==> src/rtl/wave_pkg.sv <==
// Shared types and constants for the square-wave test-pattern generator
// and the wave-analysis path it feeds.
package wave_pkg;

    typedef enum logic [1:0] {
        IDLE = 2'd0,
        HIGH = 2'd1,
        LOW  = 2'd2
    } wave_state_t;

    localparam logic [15:0] MID_LVL       = 16'd567;
    localparam logic [21:0] MIN_HALF_CNT  = 22'd3001;
    localparam logic [11:0] AMP_MAX_PP    = 12'd622;
    // Analyzer min-filter floor; AMP_MAX_PP keeps the low level above it.
    localparam logic [15:0] ANA_MIN_FLOOR = 16'd255;

    function automatic logic [21:0] clamp_half(input logic [21:0] req);
        return (req < MIN_HALF_CNT) ? MIN_HALF_CNT : req;
    endfunction

    function automatic logic [11:0] clamp_amp(input logic [11:0] req);
        return (req > AMP_MAX_PP) ? AMP_MAX_PP : req;
    endfunction

endpackage

==> src/rtl/wave_synth_if.sv <==
// Control and sample bus of wave_synth: master drives the request side,
// slave (the generator) drives the sample/status side.
interface wave_synth_if;

    logic               start;
    logic               stop;
    logic        [21:0] freq;
    logic        [11:0] amp;
    logic signed [15:0] lft_out;
    logic signed [15:0] rght_out;
    logic               busy;
    logic               cycle_done;
    logic        [15:0] periods;

    modport master (
        output start, stop, freq, amp,
        input  lft_out, rght_out, busy, cycle_done, periods
    );

    modport slave (
        input  start, stop, freq, amp,
        output lft_out, rght_out, busy, cycle_done, periods
    );

endinterface

==> src/rtl/wave_half_timer.sv <==
// Half-period timer: counts 0..half_len-1 while enabled, restarts at 0 on load.
module wave_half_timer (
    input  logic        clk,
    input  logic        rst_n,
    input  logic        clr,
    input  logic        en,
    input  logic        load,
    input  logic [21:0] half_len,
    output logic        tc
);

    logic [21:0] cnt;

    always_ff @(posedge clk or negedge rst_n) begin
        if (!rst_n) begin
            cnt <= '0;
        end else if (clr || load) begin
            cnt <= '0;
        end else if (en) begin
            cnt <= cnt + 22'd1;
        end
    end

    assign tc = (cnt == (half_len - 22'd1));

endmodule

==> src/rtl/wave_synth.sv <==
// Square-wave generator centred on MID_LVL. Build with WAVE_SYNTH_RGHT_INV_EN
// defined to make rght_out the mirror of lft_out about MID_LVL.
//
//   state | meaning
//   IDLE  | both channels at MID_LVL, waiting for start
//   HIGH  | left channel at hi_lvl for half_len cycles
//   LOW   | left channel at lo_lvl for half_len cycles, then boundary
module wave_synth
    import wave_pkg::*;
(
    input  logic         clk,
    input  logic         rst_n,
    input  logic         reset,
    wave_synth_if.slave  bus
);

    wave_state_t        state;
    logic        [21:0] half_len_q;
    logic        [15:0] hi_lvl_q;
    logic        [15:0] lo_lvl_q;
    logic               stop_pend;
    logic signed [15:0] lft_q;
    logic signed [15:0] rght_q;
    logic               busy_q;
    logic               cycle_done_q;
    logic        [15:0] periods_q;

    logic        [15:0] amp_w;
    logic        [15:0] hi_nxt;
    logic        [15:0] lo_nxt;
    logic        [21:0] half_nxt;
    logic               go;
    logic               load;
    logic               tc;

    // hi gets the odd half so hi_lvl - lo_lvl equals the clamped amplitude.
    assign amp_w    = {4'd0, clamp_amp(bus.amp)};
    assign lo_nxt   = MID_LVL - (amp_w >> 1);
    assign hi_nxt   = MID_LVL + (amp_w - (amp_w >> 1));
    assign half_nxt = clamp_half(bus.freq);
    assign go       = bus.start && !bus.stop;
    assign load     = (state == IDLE) ? go : tc;

    function automatic logic signed [15:0] rght_of(input logic [15:0] lvl);
`ifdef WAVE_SYNTH_RGHT_INV_EN
        return $signed((MID_LVL << 1) - lvl);
`else
        return $signed(lvl);
`endif
    endfunction

    wave_half_timer u_timer (
        .clk      (clk),
        .rst_n    (rst_n),
        .clr      (reset),
        .en       (state != IDLE),
        .load     (load),
        .half_len (half_len_q),
        .tc       (tc)
    );

    always_ff @(posedge clk or negedge rst_n) begin
        if (!rst_n) begin
            state        <= IDLE;
            half_len_q   <= MIN_HALF_CNT;
            hi_lvl_q     <= MID_LVL;
            lo_lvl_q     <= MID_LVL;
            stop_pend    <= 1'b0;
            lft_q        <= $signed(MID_LVL);
            rght_q       <= $signed(MID_LVL);
            busy_q       <= 1'b0;
            cycle_done_q <= 1'b0;
            periods_q    <= '0;
        end else if (reset) begin
            state        <= IDLE;
            half_len_q   <= MIN_HALF_CNT;
            hi_lvl_q     <= MID_LVL;
            lo_lvl_q     <= MID_LVL;
            stop_pend    <= 1'b0;
            lft_q        <= $signed(MID_LVL);
            rght_q       <= $signed(MID_LVL);
            busy_q       <= 1'b0;
            cycle_done_q <= 1'b0;
            periods_q    <= '0;
        end else begin
            cycle_done_q <= 1'b0;
            if (state != IDLE && bus.stop) begin
                stop_pend <= 1'b1;
            end
            case (state)
                IDLE: begin
                    if (go) begin
                        state      <= HIGH;
                        half_len_q <= half_nxt;
                        hi_lvl_q   <= hi_nxt;
                        lo_lvl_q   <= lo_nxt;
                        lft_q      <= $signed(hi_nxt);
                        rght_q     <= rght_of(hi_nxt);
                        busy_q     <= 1'b1;
                    end
                end
                HIGH: begin
                    if (tc) begin
                        state  <= LOW;
                        lft_q  <= $signed(lo_lvl_q);
                        rght_q <= rght_of(lo_lvl_q);
                    end
                end
                LOW: begin
                    if (tc) begin
                        cycle_done_q <= 1'b1;
                        periods_q    <= periods_q + 16'd1;
                        // A stop arriving on the final LOW cycle still counts.
                        if (stop_pend || bus.stop) begin
                            state     <= IDLE;
                            stop_pend <= 1'b0;
                            lft_q     <= $signed(MID_LVL);
                            rght_q    <= $signed(MID_LVL);
                            busy_q    <= 1'b0;
                        end else begin
                            state      <= HIGH;
                            half_len_q <= half_nxt;
                            hi_lvl_q   <= hi_nxt;
                            lo_lvl_q   <= lo_nxt;
                            lft_q      <= $signed(hi_nxt);
                            rght_q     <= rght_of(hi_nxt);
                        end
                    end
                end
                default: begin
                    state  <= IDLE;
                    lft_q  <= $signed(MID_LVL);
                    rght_q <= $signed(MID_LVL);
                    busy_q <= 1'b0;
                end
            endcase
        end
    end

    assign bus.lft_out    = lft_q;
    assign bus.rght_out   = rght_q;
    assign bus.busy       = busy_q;
    assign bus.cycle_done = cycle_done_q;
    assign bus.periods    = periods_q;

endmodule

==> src/flat_wrapper.sv <==
// flat-port wrapper written by rule: the top's interface ports become plain ports
module wave_synth_flat import wave_pkg::*;
  (clk, rst_n, reset, bus_start, bus_stop, bus_freq, bus_amp, bus_lft_out, bus_rght_out, bus_busy, bus_cycle_done, bus_periods);
  wave_synth_if bus_i ();
  input  logic clk;
  input  logic rst_n;
  input  logic reset;
  input wire logic [$bits(bus_i.start)-1:0] bus_start;
  input wire logic [$bits(bus_i.stop)-1:0] bus_stop;
  input wire logic [$bits(bus_i.freq)-1:0] bus_freq;
  input wire logic [$bits(bus_i.amp)-1:0] bus_amp;
  output wire logic [$bits(bus_i.lft_out)-1:0] bus_lft_out;
  output wire logic [$bits(bus_i.rght_out)-1:0] bus_rght_out;
  output wire logic [$bits(bus_i.busy)-1:0] bus_busy;
  output wire logic [$bits(bus_i.cycle_done)-1:0] bus_cycle_done;
  output wire logic [$bits(bus_i.periods)-1:0] bus_periods;
  assign bus_i.start = bus_start;
  assign bus_i.stop = bus_stop;
  assign bus_i.freq = bus_freq;
  assign bus_i.amp = bus_amp;
  assign bus_lft_out = bus_i.lft_out;
  assign bus_rght_out = bus_i.rght_out;
  assign bus_busy = bus_i.busy;
  assign bus_cycle_done = bus_i.cycle_done;
  assign bus_periods = bus_i.periods;
  wave_synth u_core (.clk(clk), .rst_n(rst_n), .reset(reset), .bus(bus_i));
endmodule
==> config.mk <==
export PLATFORM = sky130hd
export DESIGN_NAME = wave_synth_flat
export DESIGN_NICKNAME = d
export VERILOG_FILES = /design/src/rtl/wave_pkg.sv /design/src/rtl/wave_synth_if.sv /design/src/rtl/wave_half_timer.sv /design/src/rtl/wave_synth.sv /design/src/flat_wrapper.sv
export SDC_FILE = /design/constraint.sdc
export NUM_CORES = 1
export LEC_CHECK = 0
export ABC_AREA = 0
export ABC_CLOCK_PERIOD_IN_PS = 3400
export CORE_UTILIZATION = 46
export CTS_BUF_LIST = sky130_fd_sc_hd__clkbuf_4 sky130_fd_sc_hd__clkbuf_8
export DETAILED_ROUTE_END_ITERATION = 12
export GPL_ROUTABILITY_DRIVEN = 0
export PLACE_DENSITY = 0.69
export SYNTH_ARGS = -nofsm -noshare
export SYNTH_HDL_FRONTEND = slang
export SYNTH_SLANG_ARGS = --single-unit
==> constraint.sdc <==
create_clock -name clk -period 3.4 [get_ports clk]
set_clock_uncertainty 0.05 [all_clocks]
set_input_delay 0.51 -clock clk [delete_from_list [all_inputs] [get_ports clk]]
set_output_delay 0.51 -clock clk [all_outputs]
set_load 0.005 [all_outputs]
## Yosys cells after proc, flatten, opt, wreduce, memory -nomap -nowiden

Index checks and enable logic that the tools add are counted.
Widths: inputs -> output; s select.

| storage, ports and cells | value |
|---|---|
| bits in registers | 97 |

| operators by class | value |
|---|---|
| reduce and logical (&&, ||, !) cells | 15 |
| magnitude comparators | 2 |
| add/sub/neg operators | 6 |
| equality and inequality tests | 9 |
| multiplexer cells | 43 |

Operator list:

| kind | count |
|---|---|
| $mux 16 | 12 |
| $mux 22 | 7 |
| $pmux 16 s3 | 1 |
| $pmux 22 s2 | 1 |
| $pmux 16 s2 | 1 |
| $add 22x1->22 const B | 1 |
| $eq 22x22->1 | 1 |
| $lt 22x12->1 const B | 1 |
| $sub 22x1->22 const B | 1 |
| $add 10x16->16 const A | 1 |
| $add 16x1->16 const B | 1 |
| $mux 1 | 14 |
| $sub 12x11->13 | 1 |
| $gt 12x10->1 const B | 1 |
| $mux 12 | 1 |
| $ne 3x2->1 const B | 4 |
| $sub 10x11->12 const A | 1 |
| $mux 2 | 4 |
| $reduce_and 4->1 | 2 |
| $reduce_bool 2->1 | 4 |
| $pmux 2 s3 | 1 |
| $ne 3x3->1 const B | 1 |
| $pmux 1 s3 | 1 |
| $reduce_and 3->1 | 1 |
| other kinds (9) | 11 |

## Longest topological paths before layout

| depth | value |
|---|---|
| word-level depth | 8 |
| mapped depth | 18 |
| gate-level depth less buffers | 16 |

## Hierarchy

From an unflattened synthesis, not the netlist that was laid out.

| unflattened totals | value |
|---|---|
| cells, all modules | 706 |
| area total of the unflattened synthesis | 6,134.6 µm² |

Modules (own cells, without submodules):

| module | cells each | instances | area each (µm²) |
|---|---|---|---|
| wave_synth | 486 | 1 | 4,270.3 |
| wave_half_timer | 220 | 1 | 1,864.3 |

## Worst setup path before layout

Ideal clock, no wire load.

| timing | value |
|---|---|
| path kind | input port to flip-flop |
| start point | input port bus_amp[7] |
| end point | register u_core.lft_q[11] (netlist: u_core.bus.lft_out[11]) |
| data arrival time | 4.173 ns |
| path slack | -0.913 ns |
| stages on the path | 17 |
| required time | 3.260 ns |
| cells stage by stage | buf_2 -> a311oi_1 -> nand2b_1 -> and3_1 -> clkbuf_1 -> nand2_1 -> ha_1 -> clkbuf_1 -> a21oi_1 -> a21oi_1 -> or2_2 -> a21o_1 -> a31oi_1 -> o21a_1 -> a311oi_1 -> or4_1 -> o221ai_1 |

| on the way | value |
|---|---|
| longest elaborated chain between the ends | 8 |

Ends and longest elaborated chain:

| element | RTL line | source |
|---|---|---|
| from (decl) | flat_wrapper.sv:11 | `input wire logic [$bits(bus_i.amp)-1:0] bus_amp;` |
| $gt 12x10->1 | wave_pkg.sv:22 | `return (req > AMP_MAX_PP) ? AMP_MAX_PP : req;` |
| $mux 12 (*) | wave_pkg.sv:22 |  |
| $sub 12x11->13 (*) | wave_synth.sv:39 | `assign hi_nxt = MID_LVL + (amp_w - (amp_w >> 1));` |
| $add 10x16->16 (*) | wave_synth.sv:39 |  |
| $mux 16 | wave_synth.sv:114 | `if (stop_pend \|\| bus.stop) begin` |
| $mux 16 | wave_synth.sv:110 | `if (tc) begin` |
| $pmux 16 s3 (*) | wave_synth.sv:90 | `case (state)` |
| $mux 16 (*) | wave_synth.sv:74 | `end else if (reset) begin` |
| to (signal assigned) | wave_synth.sv:80 | `lft_q <= $signed(MID_LVL);` |
| to (signal assigned) | wave_synth.sv:97 | `lft_q <= $signed(hi_nxt);` |
| to (signal assigned) | wave_synth.sv:117 | `lft_q <= $signed(MID_LVL);` |
| to (decl) | wave_synth.sv:22 | `logic signed [15:0] lft_q;` |

Mark *: on every way between the ends. The rest lies on a longest branch, timed or not. The select of a mux whose other input is x is not followed.
A chain may end at the register's enable or synchronous reset.

## Worst setup path after layout

| timing | value |
|---|---|
| start point | input port bus_amp[4] |
| end point | register u_core.lft_q[9] (netlist: u_core.bus.lft_out[9]) |

The elaborated chain is that of the path after synthesis.

==> impl_results.md <==
* CP bufs+invs at 5
* Period utilization at 1.04
* Top cell type's share of synthesized area at 0.279
* Worst min path class: in -> async
* Starting density of the core at 0.471
* Antenna violations before repair at 0
* Largest area contributor in the netlist: dfrtp_1
* Clock buffer depth at 2
* Crit-path slowest cell: or2_4
* CTS tree: yes
* Final Hold Viols at 0
* Maximum vdd ir drop at 225 uV
* Detail Placement HPWL at 13800 um
* Post-Syn Area at 0.00654 mm^2
* GRT Overall Usage at 0.263
* Leak pwr at 3.76 nW
* Die Footprint at 0.0147 mm^2
* Worst slew pin tran at 728 ps
* Top post-synthesis cells by count: dfrtp_1, nand2_1, nor2_1, xor2_1, xnor2_1
* Die Y at 121 um
* Skew-Pair Late Insertion Delay at 370 ps
* # hold bufs at CTS at 0
* RSZ-0062 raised after global routing: true
* Largest net degree at the start of global routing at 55
* Core Region at 0.0139 mm^2
* Number of enable-type register cells in the synthesized netlist at 0
* Hold WS at 131 ps
* Kind of critical path: in -> reg
* Routed len/inst at 17.6 um
* Worst EP arrival at 3780 ps
* DR vias/cell at 5.90
* Yosys reg bits at 93
* Top post-synthesis cells by area: dfrtp_1, dfstp_2, xor2_1, xnor2_1, nand2_1
* 1st-iter DRT viols at 466
* Setup-failing EPs final at 10
* Most numerous cell in the Yosys netlist: dfrtp_1
* PnR worst setup slack at -146 ps
* Ant diodes at 0
* Seq/Total Area, Yosys at 0.360
* Max H-tree Level at 3
* Die width at 121 um
* # rows at 43
* Root buf cell: clkbuf_8
* DRT Pass-1 Iters at 5
* Cells on worst reg2reg path at 13
* Filler cell count at 1108
* Syn_area_per_cell at 8.86 um^2
* Critical R2R Launch: u_core.half_len_q[1]
* Max_cap viols at 0
* Reg-to-reg critical path endpoint: u_core.bus.lft_out[8]
* Non-Filler Instances at 1107
* Highest clock rate at 282 MHz
* Slew Viols, Final at 0
* Worst setup EP type: register
* Layout area overhead at 38.8%
* Port Buf Inserts at 88
* Nets at 978
* Synth cell types at 81
* Placed Instances at 1060
* Crit path max-delay family: compound AO/OA/AOI/OAI gates
* Slew margin rel. at 0.514
* Routed WL at 19400 um
* DR vias at 6526
* Layout cells sized above 1 at 0.291
* Ports at 89
* Crit path max fanout at 4
* Setup TNS at -845 ps
* Pwr Density at 349 mW/mm^2
* Post-Place Worst Slack at -977 ps
* Antenna viol nets, final at 0
* Ys flop type: dfrtp_1
* CTS Buf Count at 9
* Min Tclk post-route at 3550 ps
* Post-Syn Instances at 738
* Ys Warns at 0
* Worst path max stage delay at 270 ps
* Async set-reset flop share out of synthesis at 1.00
* First-pass GRT wire length at 30800 um
* Failing checks: negative setup slack
* Total clock sinks at 93
* Req. time, crit path at 3630 ps
* Vias in the first global route at 6362
* Worst path cell trace: buf_8 -> a311oi_2 -> buf_4 -> o21ai_4 -> or2_4 -> ha_4 -> or2_4 -> o211a_1 -> o31ai_2 -> a21oi_2 -> buf_4 -> buf_6 -> o21a_1 -> o21a_1 -> buf_6 -> a31oi_2 -> a211oi_1 -> o31ai_1
* Critical Path Source Type: primary input
* Clk slew on worst S/H paths at 100 ps
* R2R setup slack at 140 ps
* Status: complete, but fails checks
* DRC Markers at 0
* GR Overflow Total at 0
==> layer usage <==
layer,track usage,vias up,routed length (um)
met3,0.0376,45,943
met5,0,-,0
met1,0.331,3203,8100
li1,-,3053,-
met4,0.0864,0,443
met2,0.461,225,9950
==> worst max-delay path by stage <==
stage	cells past startpoint	start	slack [ps]	endpoint
4_1_cts	17	bus_amp[6]	-170	u_core.bus.lft_out[11]
3_5_place_dp	17	bus_amp[7]	-980	u_core.bus.lft_out[10]
6_report	18	bus_amp[4]	-150	u_core.bus.lft_out[9]
3_3_place_gp	15	bus_amp[7]	-830	u_core.bus.lft_out[10]
2_1_floorplan	17	bus_amp[7]	-430	u_core.bus.lft_out[11]
5_1_grt	20	bus_amp[4]	-230	u_core.bus.lft_out[14]
==> worst reg2reg max path: cells and delay by family, from the launching register on <==
kind	cells	cell delay, ps
compound gates	4	900
flops	1	420
xor+xnor	1	170
fa+ha+maj	1	200
simple gates	3	930
buf+inv	4	520
==> placed cells by master (no fill, tap or decap), types with 11 or more instances in the layout <==
master           instances
ha_1                    11
a22o_1                  14
or3_1                   12
o21a_1                  11
xor2_1                  34
dfrtp_1                 73
and3_1                  15
o21ai_0                 15
inv_1                   24
nand4_1                 15
dfstp_2                 20
nand2_1                 65
nand3_1                 15
a21oi_1                 24
nor3_1                  16
xnor2_1                 29
buf_4                  118
clkdlybuf4s50_1         75
nor2_1                  66
==> power breakdown <==
| group | internal [mW] | total [mW] | switching (mW) |
|---|---|---|---|
| combinational | 0.545 | 1.06 | 0.511 |
| sequential | 1.22 | 1.31 | 0.0931 |
| clock | 0.351 | 0.794 | 0.443 |
==> cell families (layout without fill, tap and decap cells) <==
group	Yosys count	in the layout	synth area share
XOR/XNOR	65	65	0.0871
adder cells (fa/ha/maj)	17	17	0.0337
other	2	5	0.00115
AND/OR/NAND/NOR	295	295	0.238
multiplexers	4	4	0.00632
flip-flops	93	93	0.360
AO/OA/AOI/OAI	187	187	0.216
buffers and inverters	75	261	0.0578
==> flip-flops by register name, indices dropped and copies added, names as in the netlist <==
name,count
u_core.bus.busy,1
u_core.lo_lvl_q,12
u_core.half_len_q,22
u_core.stop_pend,1
u_core.u_timer.cnt,22
u_core.state,2
u_core.bus.periods,16
u_core.bus.cycle_done,1
u_core.bus.lft_out,16
==> cell type report <==
| cell class | count | area (um^2) | area share |
|---|---|---|---|
| Multi-Input combinational cell | 573 | 4280 | 0.472 |
| Sequential cell | 93 | 2350 | 0.259 |
| Timing Repair Buffer | 216 | 1900 | 0.210 |
| Tap cell | 180 | 225 | 0.0248 |
| Clock buffer | 9 | 124 | 0.0137 |
| Inverter | 29 | 111 | 0.0123 |
| Clock inverter | 7 | 77.6 | 0.00855 |
==> timing repair <==
| item | 4_1_cts | 5_1_grt |
|---|---|---|
| buffers inserted | 17 | 14 |
| setup endpoints to repair | 11 | 61 |
| endpoints found under the hold margin | 0 | 0 |
| pin swaps | 39 | 57 |
| gates resized for setup | 65 | 68 |
==> stage by stage <==
| step | instance area [um^2] | total power [mW] | util |
|---|---|---|---|
| 2_1_floorplan | 6660 | 1.85 | - |
| 3_3_place_gp | 8230 | 2.24 | 0.593 |
| 3_5_place_dp | 8230 | 2.27 | 0.593 |
| 4_1_cts | 8690 | 3.09 | 0.626 |
| 5_1_grt | 9070 | 3.30 | 0.654 |
| 6_report | 9070 | 3.16 | 0.654 |
Note: power is estimated with default switching activity, not from simulation.
